`src/rtl/serial_frame_tx_pkg.sv`:
```
// serial_frame_tx_pkg
// Shared definitions for the serial frame transmitter:
//   - default frame geometry (data bits per frame, clocks per serial bit)
//   - transmitter state encoding (3 bits, IDLE=0 .. STOP=4)
//   - width helper used for the bit timer and bit index counters
package serial_frame_tx_pkg;

  localparam int unsigned DEFAULT_DATA_BITS    = 8;
  localparam int unsigned DEFAULT_CLKS_PER_BIT = 4;

  // Encoding values are fixed so state dumps match the older design.
  typedef enum logic [2:0] {
    ST_IDLE   = 3'd0,
    ST_START  = 3'd1,
    ST_DATA   = 3'd2,
    ST_PARITY = 3'd3,
    ST_STOP   = 3'd4
  } state_t;

  // Counter width able to hold 0..n-1, never narrower than one bit.
  function automatic int unsigned width_for(input int unsigned n);
    return (n > 1) ? $clog2(n) : 1;
  endfunction

endpackage

```
`src/rtl/serial_frame_tx_bit_timer.sv`:
```
// bit_timer
// Free-running bit-period counter for the serial transmitter.  Counts
// 0..CLKS_PER_BIT-1 and wraps to 0 on each bit boundary.
// Ports:
//   Clk   - clock, rising edge
//   Reset - synchronous active-high reset, forces count to 0
//   Clear - holds the count at 0 (used while the transmitter is idle)
//   Tick  - high on the last cycle of each serial bit
module bit_timer
  import serial_frame_tx_pkg::*;
#(
  parameter int unsigned CLKS_PER_BIT = DEFAULT_CLKS_PER_BIT
) (
  input  logic Clk,
  input  logic Reset,
  input  logic Clear,
  output logic Tick
);

  localparam int unsigned   TW   = width_for(CLKS_PER_BIT);
  localparam logic [TW-1:0] LAST = TW'(CLKS_PER_BIT - 1);

  logic [TW-1:0] count;

  // With CLKS_PER_BIT=1 the count sits at 0 and Tick stays high, so every
  // cycle is a bit boundary.
  assign Tick = (count == LAST);

  always_ff @(posedge Clk) begin
    if (Reset || Clear || Tick) begin
      count <= '0;
    end else begin
      count <= count + 1'b1;
    end
  end

endmodule

```
`src/rtl/serial_frame_tx.sv`:
```
// serial_frame_tx
// Parallel-in, serial-out frame transmitter.  A word accepted through the
// Ready/Load handshake is sent as: start bit (0), DATA_BITS data bits LSB
// first, optional even-parity bit, stop bit (1).  Each bit is held for
// CLKS_PER_BIT clocks.  All outputs are registered.
// Parameters:
//   DATA_BITS    - data bits per frame (1..16)
//   CLKS_PER_BIT - clocks per serial bit (1..255)
//   PARITY_EN    - 1 inserts an even-parity bit after the data bits
// Ports:
//   Clk   - clock, rising edge
//   Reset - synchronous active-high reset
//   Load  - send request, accepted only while Ready=1
//   Data  - word to send, sampled on the accepting edge
//   Ready - idle and able to accept Load
//   Busy  - frame on the line (inverse of Ready)
//   TxD   - serial line, idles high
module serial_frame_tx
  import serial_frame_tx_pkg::*;
#(
  parameter int unsigned DATA_BITS    = DEFAULT_DATA_BITS,
  parameter int unsigned CLKS_PER_BIT = DEFAULT_CLKS_PER_BIT,
  parameter bit          PARITY_EN    = 1'b0
) (
  input  logic                 Clk,
  input  logic                 Reset,
  input  logic                 Load,
  input  logic [DATA_BITS-1:0] Data,
  output logic                 Ready,
  output logic                 Busy,
  output logic                 TxD
);

  localparam int unsigned   IW       = width_for(DATA_BITS);
  localparam logic [IW-1:0] LAST_IDX = IW'(DATA_BITS - 1);

  state_t               state;
  state_t               state_nx;
  logic [DATA_BITS-1:0] shreg;
  logic [DATA_BITS-1:0] shreg_nx;
  logic [IW-1:0]        idx;
  logic [IW-1:0]        idx_nx;
  logic                 parity;
  logic                 parity_nx;
  logic                 tx_nx;
  logic                 timer_clear;
  logic                 tick;

  // Holding the timer cleared in IDLE makes the first start-bit cycle
  // begin at count 0 right after the accepting edge.
  assign timer_clear = (state == ST_IDLE);

  bit_timer #(
    .CLKS_PER_BIT(CLKS_PER_BIT)
  ) u_bit_timer (
    .Clk  (Clk),
    .Reset(Reset),
    .Clear(timer_clear),
    .Tick (tick)
  );

  always_comb begin
    state_nx  = state;
    shreg_nx  = shreg;
    idx_nx    = idx;
    parity_nx = parity;
    tx_nx     = 1'b1;

    unique case (state)
      ST_IDLE: begin
        if (Load) begin
          state_nx  = ST_START;
          shreg_nx  = Data;
          parity_nx = ^Data;
          idx_nx    = '0;
        end
      end
      ST_START: begin
        if (tick) begin
          state_nx = ST_DATA;
          idx_nx   = '0;
        end
      end
      ST_DATA: begin
        if (tick) begin
          shreg_nx = shreg >> 1;
          if (idx == LAST_IDX) begin
            state_nx = PARITY_EN ? ST_PARITY : ST_STOP;
          end else begin
            idx_nx = idx + 1'b1;
          end
        end
      end
      ST_PARITY: begin
        if (tick) begin
          state_nx = ST_STOP;
        end
      end
      ST_STOP: begin
        if (tick) begin
          state_nx = ST_IDLE;
        end
      end
      default: begin
        state_nx = ST_IDLE;
      end
    endcase

    // TxD is registered from the next-state view so the line changes on the
    // same edge as the state, with no combinational path to the pin.
    unique case (state_nx)
      ST_START:  tx_nx = 1'b0;
      ST_DATA:   tx_nx = shreg_nx[0];
      ST_PARITY: tx_nx = parity_nx;
      default:   tx_nx = 1'b1;
    endcase
  end

  always_ff @(posedge Clk) begin
    if (Reset) begin
      state  <= ST_IDLE;
      shreg  <= '0;
      idx    <= '0;
      parity <= 1'b0;
      TxD    <= 1'b1;
      Ready  <= 1'b1;
      Busy   <= 1'b0;
    end else begin
      state  <= state_nx;
      shreg  <= shreg_nx;
      idx    <= idx_nx;
      parity <= parity_nx;
      TxD    <= tx_nx;
      Ready  <= (state_nx == ST_IDLE);
      Busy   <= (state_nx != ST_IDLE);
    end
  end

endmodule

```
`config.mk`:
```
export PLATFORM = sky130hd
export DESIGN_NAME = serial_frame_tx
export DESIGN_NICKNAME = d
export VERILOG_FILES = /design/src/rtl/serial_frame_tx_pkg.sv /design/src/rtl/serial_frame_tx_bit_timer.sv /design/src/rtl/serial_frame_tx.sv
export SDC_FILE = /design/constraint.sdc
export NUM_CORES = 1
export LEC_CHECK = 0
export CAP_MARGIN = 20
export CELL_PAD_IN_SITES_DETAIL_PLACEMENT = 0
export CELL_PAD_IN_SITES_GLOBAL_PLACEMENT = 1
export CORE_MARGIN = 10
export CORE_UTILIZATION = 42
export CTS_BUF_LIST = sky130_fd_sc_hd__clkbuf_8
export CTS_CLUSTER_DIAMETER = 150
export DETAILED_ROUTE_END_ITERATION = 8
export PLACE_DENSITY_LB_ADDON = 0.1
export SYNTH_ARGS = -nofsm -noshare
export SYNTH_HDL_FRONTEND = slang
export SYNTH_SLANG_ARGS = --single-unit
```
`constraint.sdc`:
```
create_clock -name Clk -period 2.6 [get_ports Clk]
set_clock_uncertainty 0.1 [all_clocks]
set_input_delay 0.26 -clock Clk [delete_from_list [all_inputs] [get_ports Clk]]
set_output_delay 0.26 -clock Clk [all_outputs]
set_load 0.01 [all_outputs]
```
==> qor.txt, run 1 <==
Residual DRC: 0
port bufs: 13
fillers: 212
layout cells sized above 1: 10.3%
HP Start: u_bit_timer.count[0]
Max Clock Freq: 522 MHz
Starting Density: 44.6%
hold buffers post-CTS: 0
CTS-repair resized insts: 0
Total Routing Usage GR: 10.3%
CP most frequent cell: ha_1
Slew @ Worst Pin: 0.535 ns
Critical Path End Type: flip-flop
final worst-path cycle share: 73.6%
vias: 794
library cells used by synthesis: 34
Hold Slack: 0.332 ns
global-route wire length before repair: 3680 µm
R2R setup slack: 0.69 ns
dpl cell area: 1130 µm²
CTS root buf: clkbuf_8
Post-Route WL: 2100 µm
critical path cell sequence: ha_1 > ha_1 > o211a_1 > or4_4 > a41oi_2 > o21ai_1
number of vias per cell: 5.48
I/O Pins: 14
Hold Path Sink: u_bit_timer.count[0]
CP max FO: 4
post-synth top area cell: dfxtp_1
Max Slew Vio Count: 0
GPL Wtd Cong: 0.688
pin count of the biggest net entering global routing: 19
post-synthesis adder-cell area fraction: 3.76%
Post-layout nets: 132
maximum vdd ir drop: 0.000469 V
hold path depth: 1
WL/cell: 14.5 µm
Final Hold Vio Count: 0
worst reg2reg path depth: 6
Initial DRC Count: 27
CTS Buf Count: 3
Cells after DPL: 141
syn_nets: 120
Clock Path Buffers: 2
vias in the first global route: 789
DIE AREA: 4720 µm²
FF+latch count, synth: 20
Pleak: 0.437 nW
relative slew slack: 64.3%
TritonRoute pass-1 iters: 4
RSZ-0062 raised after global routing: no
MaxCap Viol Count: 0
Critical Path Max Stage Delay: 0.49 ns
Ys Warns: 0
post-route setup TNS: 0 ns
Synth Area in Compound Gates: 20.3%
Final setup viols: 0
gr ovfl total: 0
Diodes inserted: 0
Die Span Y: 68.7 µm
Crit-path slowest cell: or4_4
Area Overhead vs Synth: 20.8%
largest family of logic cells by synthesized area: simple AND/OR/NAND/NOR gates
data required time of the worst path: 2.64 ns
fin cells: 145
area of the core: 2230 µm²
Final Instance Area: 1200 µm²
Syn Std Cell Area: 997 µm²
post-synthesis cell count: 106
ANT nets after route: 0
Clk pin slew, worst setup/hold paths: 0.07 ns
Worst Path Arrival: 1.96 ns
Post-Syn Area per Cell: 9.41 µm²
CTS tree: yes
antenna violations before repair: 0
status: complete, no violations
HP Class: flip-flop to flip-flop
Synth Area in Simple Gates: 23.1%
mux share of post-synthesis cell area: 1.00%
Synth area leaders: dfxtp_1 40%, a21oi_1 6.5%, xnor2_1 6.1%, a22oi_1 4.5%, ha_1 3.8%
setup bufs post-CTS: 0
# rows: 17
DP HPWL: 1490 µm
r2r endpoint: TxD
worst-skew pair later-pin latency: 0.26 ns
Placement Setup Slack: 0.675 ns
PnR worst setup slack: 0.685 ns
fin crit period: 1.91 ns
Setup CP Type: flip-flop to flip-flop
H-tree Lvls: 1
Die Wd: 68.7 µm
fin util: 53.9%
register area share after synthesis: 40.2%
Tot Pwr: 0.750 mW
XOR/XNOR share of the synthesized area: 6.15%
reg-to-reg startpoint: idx[0]
post-synth top area share: 40.2%
Clock Sink Count: 20
Worst setup SP type: flip-flop
Cell Pwr Density: 622 nW/µm²
==> state kept, by name, summed over array words and instances, names as in the netlist <==
register           flops
Busy                   1
u_bit_timer.count      2
state                  3
shreg                  8
parity                 1
idx                    3
TxD                    1
Ready                  1
==> how the worst max path moves through the flow <==
stage	from	cells after the start	end	slack [ns]
floorplan	idx[0]	6	TxD	0.79
global placement	Load	5	idx[0]	0.67
detailed placement	Load	5	idx[0]	0.67
CTS	idx[0]	6	TxD	0.69
global route	idx[0]	6	TxD	0.65
finish	idx[0]	6	TxD	0.69
==> synthesized netlist by cell type <==
cell,n
a211oi_1,2
a21oi_1,13
a22oi_1,6
a31oi_4,1
a32o_1,1
a41oi_2,1
and3_1,1
and4bb_2,1
buf_2,5
buf_6,1
clkbuf_1,2
dfxtp_1,20
ha_1,3
inv_1,3
mux2i_1,1
nand2_1,6
nand2b_1,2
nand3b_1,1
nand4_1,2
nand4bb_1,1
nor2_1,7
nor2_4,1
nor2b_1,1
nor3_1,4
nor3b_1,1
nor4_1,2
nor4b_1,2
nor4b_4,1
o211a_1,1
o21ai_0,3
o21ai_1,1
or3b_1,1
or4_4,1
xnor2_1,7
==> cells by family after synthesis <==
family          Yosys count
xor+xnor                  7
compound gates           29
buf+inv                  11
simple gates             35
flops                    20
mux                       1
fa+ha+maj                 3
==> report_power, final <==
part	switching [mW]	leakage, nW	internal, mW
combinational	0.0463	0.237	0.0584
sequential	0.0125	0.164	0.322
clock	0.104	0.0357	0.206
total	0.163	0.437	0.586
==> critical path, delay by kind of cell (launching register included) <==
kind / cells / cell delay, ns
AOI/OAI and AO/OA: 3 / 0.48
adders and majority gates: 2 / 0.41
DFF: 1 / 0.33
and+or+nand+nor: 1 / 0.49
==> layout by cell type, fill, tap and decap left out, types with 2 or more instances in the layout <==
master,instances
ha_1,3
dfxtp_1,20
buf_4,2
nand4_1,2
clkbuf_8,3
xnor2_1,7
o21ai_0,3
nand2_1,6
clkdlybuf4s50_1,13
nor2_1,7
inv_1,3
nor4b_1,2
a21oi_1,13
a22oi_1,6
nor3_1,4
a211oi_1,2
nand2b_1,2
nor4_1,2
==> area by class of cell <==
class | count | area, µm² | area share, %
clock inverters | 1 | 30.0 | 2.49
well taps | 28 | 35.0 | 2.91
repair buffers | 15 | 145 | 12.0
clock buffers | 3 | 41.3 | 3.43
flip-flops and latches | 20 | 400 | 33.2
multi-input cells | 75 | 542 | 45.0
inverters | 3 | 11.3 | 0.935
==> metal layers <==
metal / GRT usage (%) / up-vias / share of wire, %
met2: 14.7 / 13 / 42
li1: - / 407 / -
met5: 0 / - / 0
met3: 3.54 / 5 / 6.6
met4: 5.91 / 0 / 2.3
met1: 13.2 / 369 / 49
Note: power is estimated with default switching activity, not from simulation.
==> run 2, diff against run 1 <==
==> constraint.sdc (replaced) <==
create_clock -name Clk -period 1.91 [get_ports Clk]
set_clock_uncertainty 0.1 [all_clocks]
set_input_delay 0.191 -clock Clk [delete_from_list [all_inputs] [get_ports Clk]]
set_output_delay 0.191 -clock Clk [all_outputs]
set_load 0.01 [all_outputs]
==> run 2 against run 1 <==
Against the previous run:
- final area rose by 3.9%
- non-clock buffer count rose by 5
- sequential power rose by 36%
- clock power rose by 3%
==> qor.txt, run 2 (same netlist as run 1, synthesis figures left out) <==
status: complete, no violations
Final Instance Area: 1250 µm²
global-route wire length before repair: 3280 µm
reg-to-reg startpoint: idx[0]
critical path cell sequence: ha_4 > ha_4 > o211a_1 > or4_4 > a41oi_2 > o21ai_1
Cells after DPL: 146
post-route setup TNS: 0 ns
port bufs: 13
gr ovfl total: 0
Top reg by flops: shreg
Die Span Y: 68.7 µm
Crit path max-delay family: simple AND/OR/NAND/NOR gates
Cell Pwr Density: 737 nW/µm²
worst path buffer plus inverter count: 0
DIE AREA: 4720 µm²
MaxCap Viol Count: 0
CTS Buf Count: 3
WL/cell: 14.0 µm
hold path depth: 1
HP Start: u_bit_timer.count[0]
PnR worst setup slack: 0.0627 ns
commonest non-fill, non-tap cell in the layout: dfxtp_1
antenna violations before repair: 0
Critical Path Max Stage Delay: 0.52 ns
Max Clock Freq: 541 MHz
# rows: 17
max FFs per register: 8
H-tree Lvls: 1
relative slew slack: 64.8%
Clk pin slew, worst setup/hold paths: 0.08 ns
hold buffers post-CTS: 0
CP max FO: 3
Starting Density: 44.6%
data required time of the worst path: 1.95 ns
dpl cell area: 1170 µm²
Setup CP Type: flip-flop to flip-flop
layout cells sized above 1: 16.4%
Max Slew Vio Count: 0
Worst Path Arrival: 1.89 ns
CTS tree: yes
Placement Setup Slack: 0.0557 ns
HP Class: flip-flop to flip-flop
Pleak: 0.450 nW
Slew @ Worst Pin: 0.527 ns
r2r endpoint: TxD
GPL Wtd Cong: 0.801
vias in the first global route: 730
Post-Route WL: 2100 µm
area of the core: 2230 µm²
Crit-path slowest cell: or4_4
Largest regs: shreg x8, idx x3, state x3
fin cells: 150
Final setup viols: 0
pin count of the biggest net entering global routing: 19
Critical Path End Type: flip-flop
final worst-path cycle share: 96.7%
Initial DRC Count: 18
CP most frequent cell: ha_4
Area Overhead vs Synth: 25.6%
ANT nets after route: 0
Worst setup SP type: flip-flop
number of vias per cell: 5.26
Post-layout nets: 137
Diodes inserted: 0
Die Wd: 68.7 µm
worst reg2reg path depth: 6
worst-skew pair later-pin latency: 0.25 ns
fin crit period: 1.85 ns
Clock Sink Count: 20
Hold Slack: 0.342 ns
DP HPWL: 1520 µm
Final Hold Vio Count: 0
Hold Path Sink: u_bit_timer.count[0]
R2R setup slack: 0.06 ns
commonest cells after routing, fill and taps aside: 19 x dfxtp_1, 13 x a21oi_1, 13 x clkdlybuf4s50_1
vias: 789
Residual DRC: 0
Clock Path Buffers: 2
I/O Pins: 14
Total Routing Usage GR: 9.08%
CTS root buf: clkbuf_8
fillers: 223
maximum vdd ir drop: 0.000486 V
TritonRoute pass-1 iters: 4
-- run 2: cell types whose count changed in the layout (fill, tap and decap cells not counted) --
| cell | before | now |
|---|---|---|
| dfxtp_1 | 20 | 19 |
| buf_4 | 2 | 7 |
| ha_4 | 0 | 2 |
| dfxtp_2 | 0 | 1 |
| clkbuf_8 | 3 | 4 |
| ha_1 | 3 | 1 |
| bufinv_16 | 1 | 0 |
-- run 2: power breakdown --
group / internal, mW / total [mW] / switching, mW
registers: 0.439 / 0.454 / 0.0155
clock network: 0.183 / 0.319 / 0.136
logic: 0.0849 / 0.150 / 0.0652
-- run 2: worst max-delay path by stage --
stage / start / end / slack [ns] / cells after the start
final: idx[0] / TxD / 0.06 / 6
after global routing: idx[0] / TxD / -0.0002 / 6
after CTS: idx[0] / TxD / 0.03 / 6
after detailed placement: idx[0] / TxD / 0.06 / 6
after global placement: idx[0] / TxD / 0.09 / 6
after floorplan: idx[0] / TxD / 0.1 / 6
-- run 2: area by class of cell --
| class | count | area (µm²) | share of cell area [%] |
|---|---|---|---|
| clock buffer | 4 | 55.1 | 4.40 |
| inverter | 3 | 11.3 | 0.899 |
| multi-input combinational | 75 | 567 | 45.3 |
| sequential | 20 | 402 | 32.1 |
| tap | 28 | 35.0 | 2.80 |
| timing repair buffer | 20 | 183 | 14.6 |
-- run 2: timing repair --
item / CTS / global route
resized for setup: 0 / 5
endpoints found under the setup margin: 0 / 4
setup buffers: 0 / 0
endpoints found under the hold margin: 0 / 0
-- run 2: stage by stage --
stage | total power, mW | utilization (%)
CTS | 0.937 | 54.9
global route | 0.972 | 56.1
global placement | 0.613 | 52.4
finish | 0.923 | 56.1
detailed placement | 0.614 | 52.4
floorplan | 0.554 | -
-- run 2: per-layer routing --
layer	vias to the layer above	share of wire [%]	GRT usage, %
li1	417	-	-
met1	358	51	12.2
met2	12	42	12.6
met3	2	5.4	3.70
met4	0	0.81	3.69
met5	-	0	0
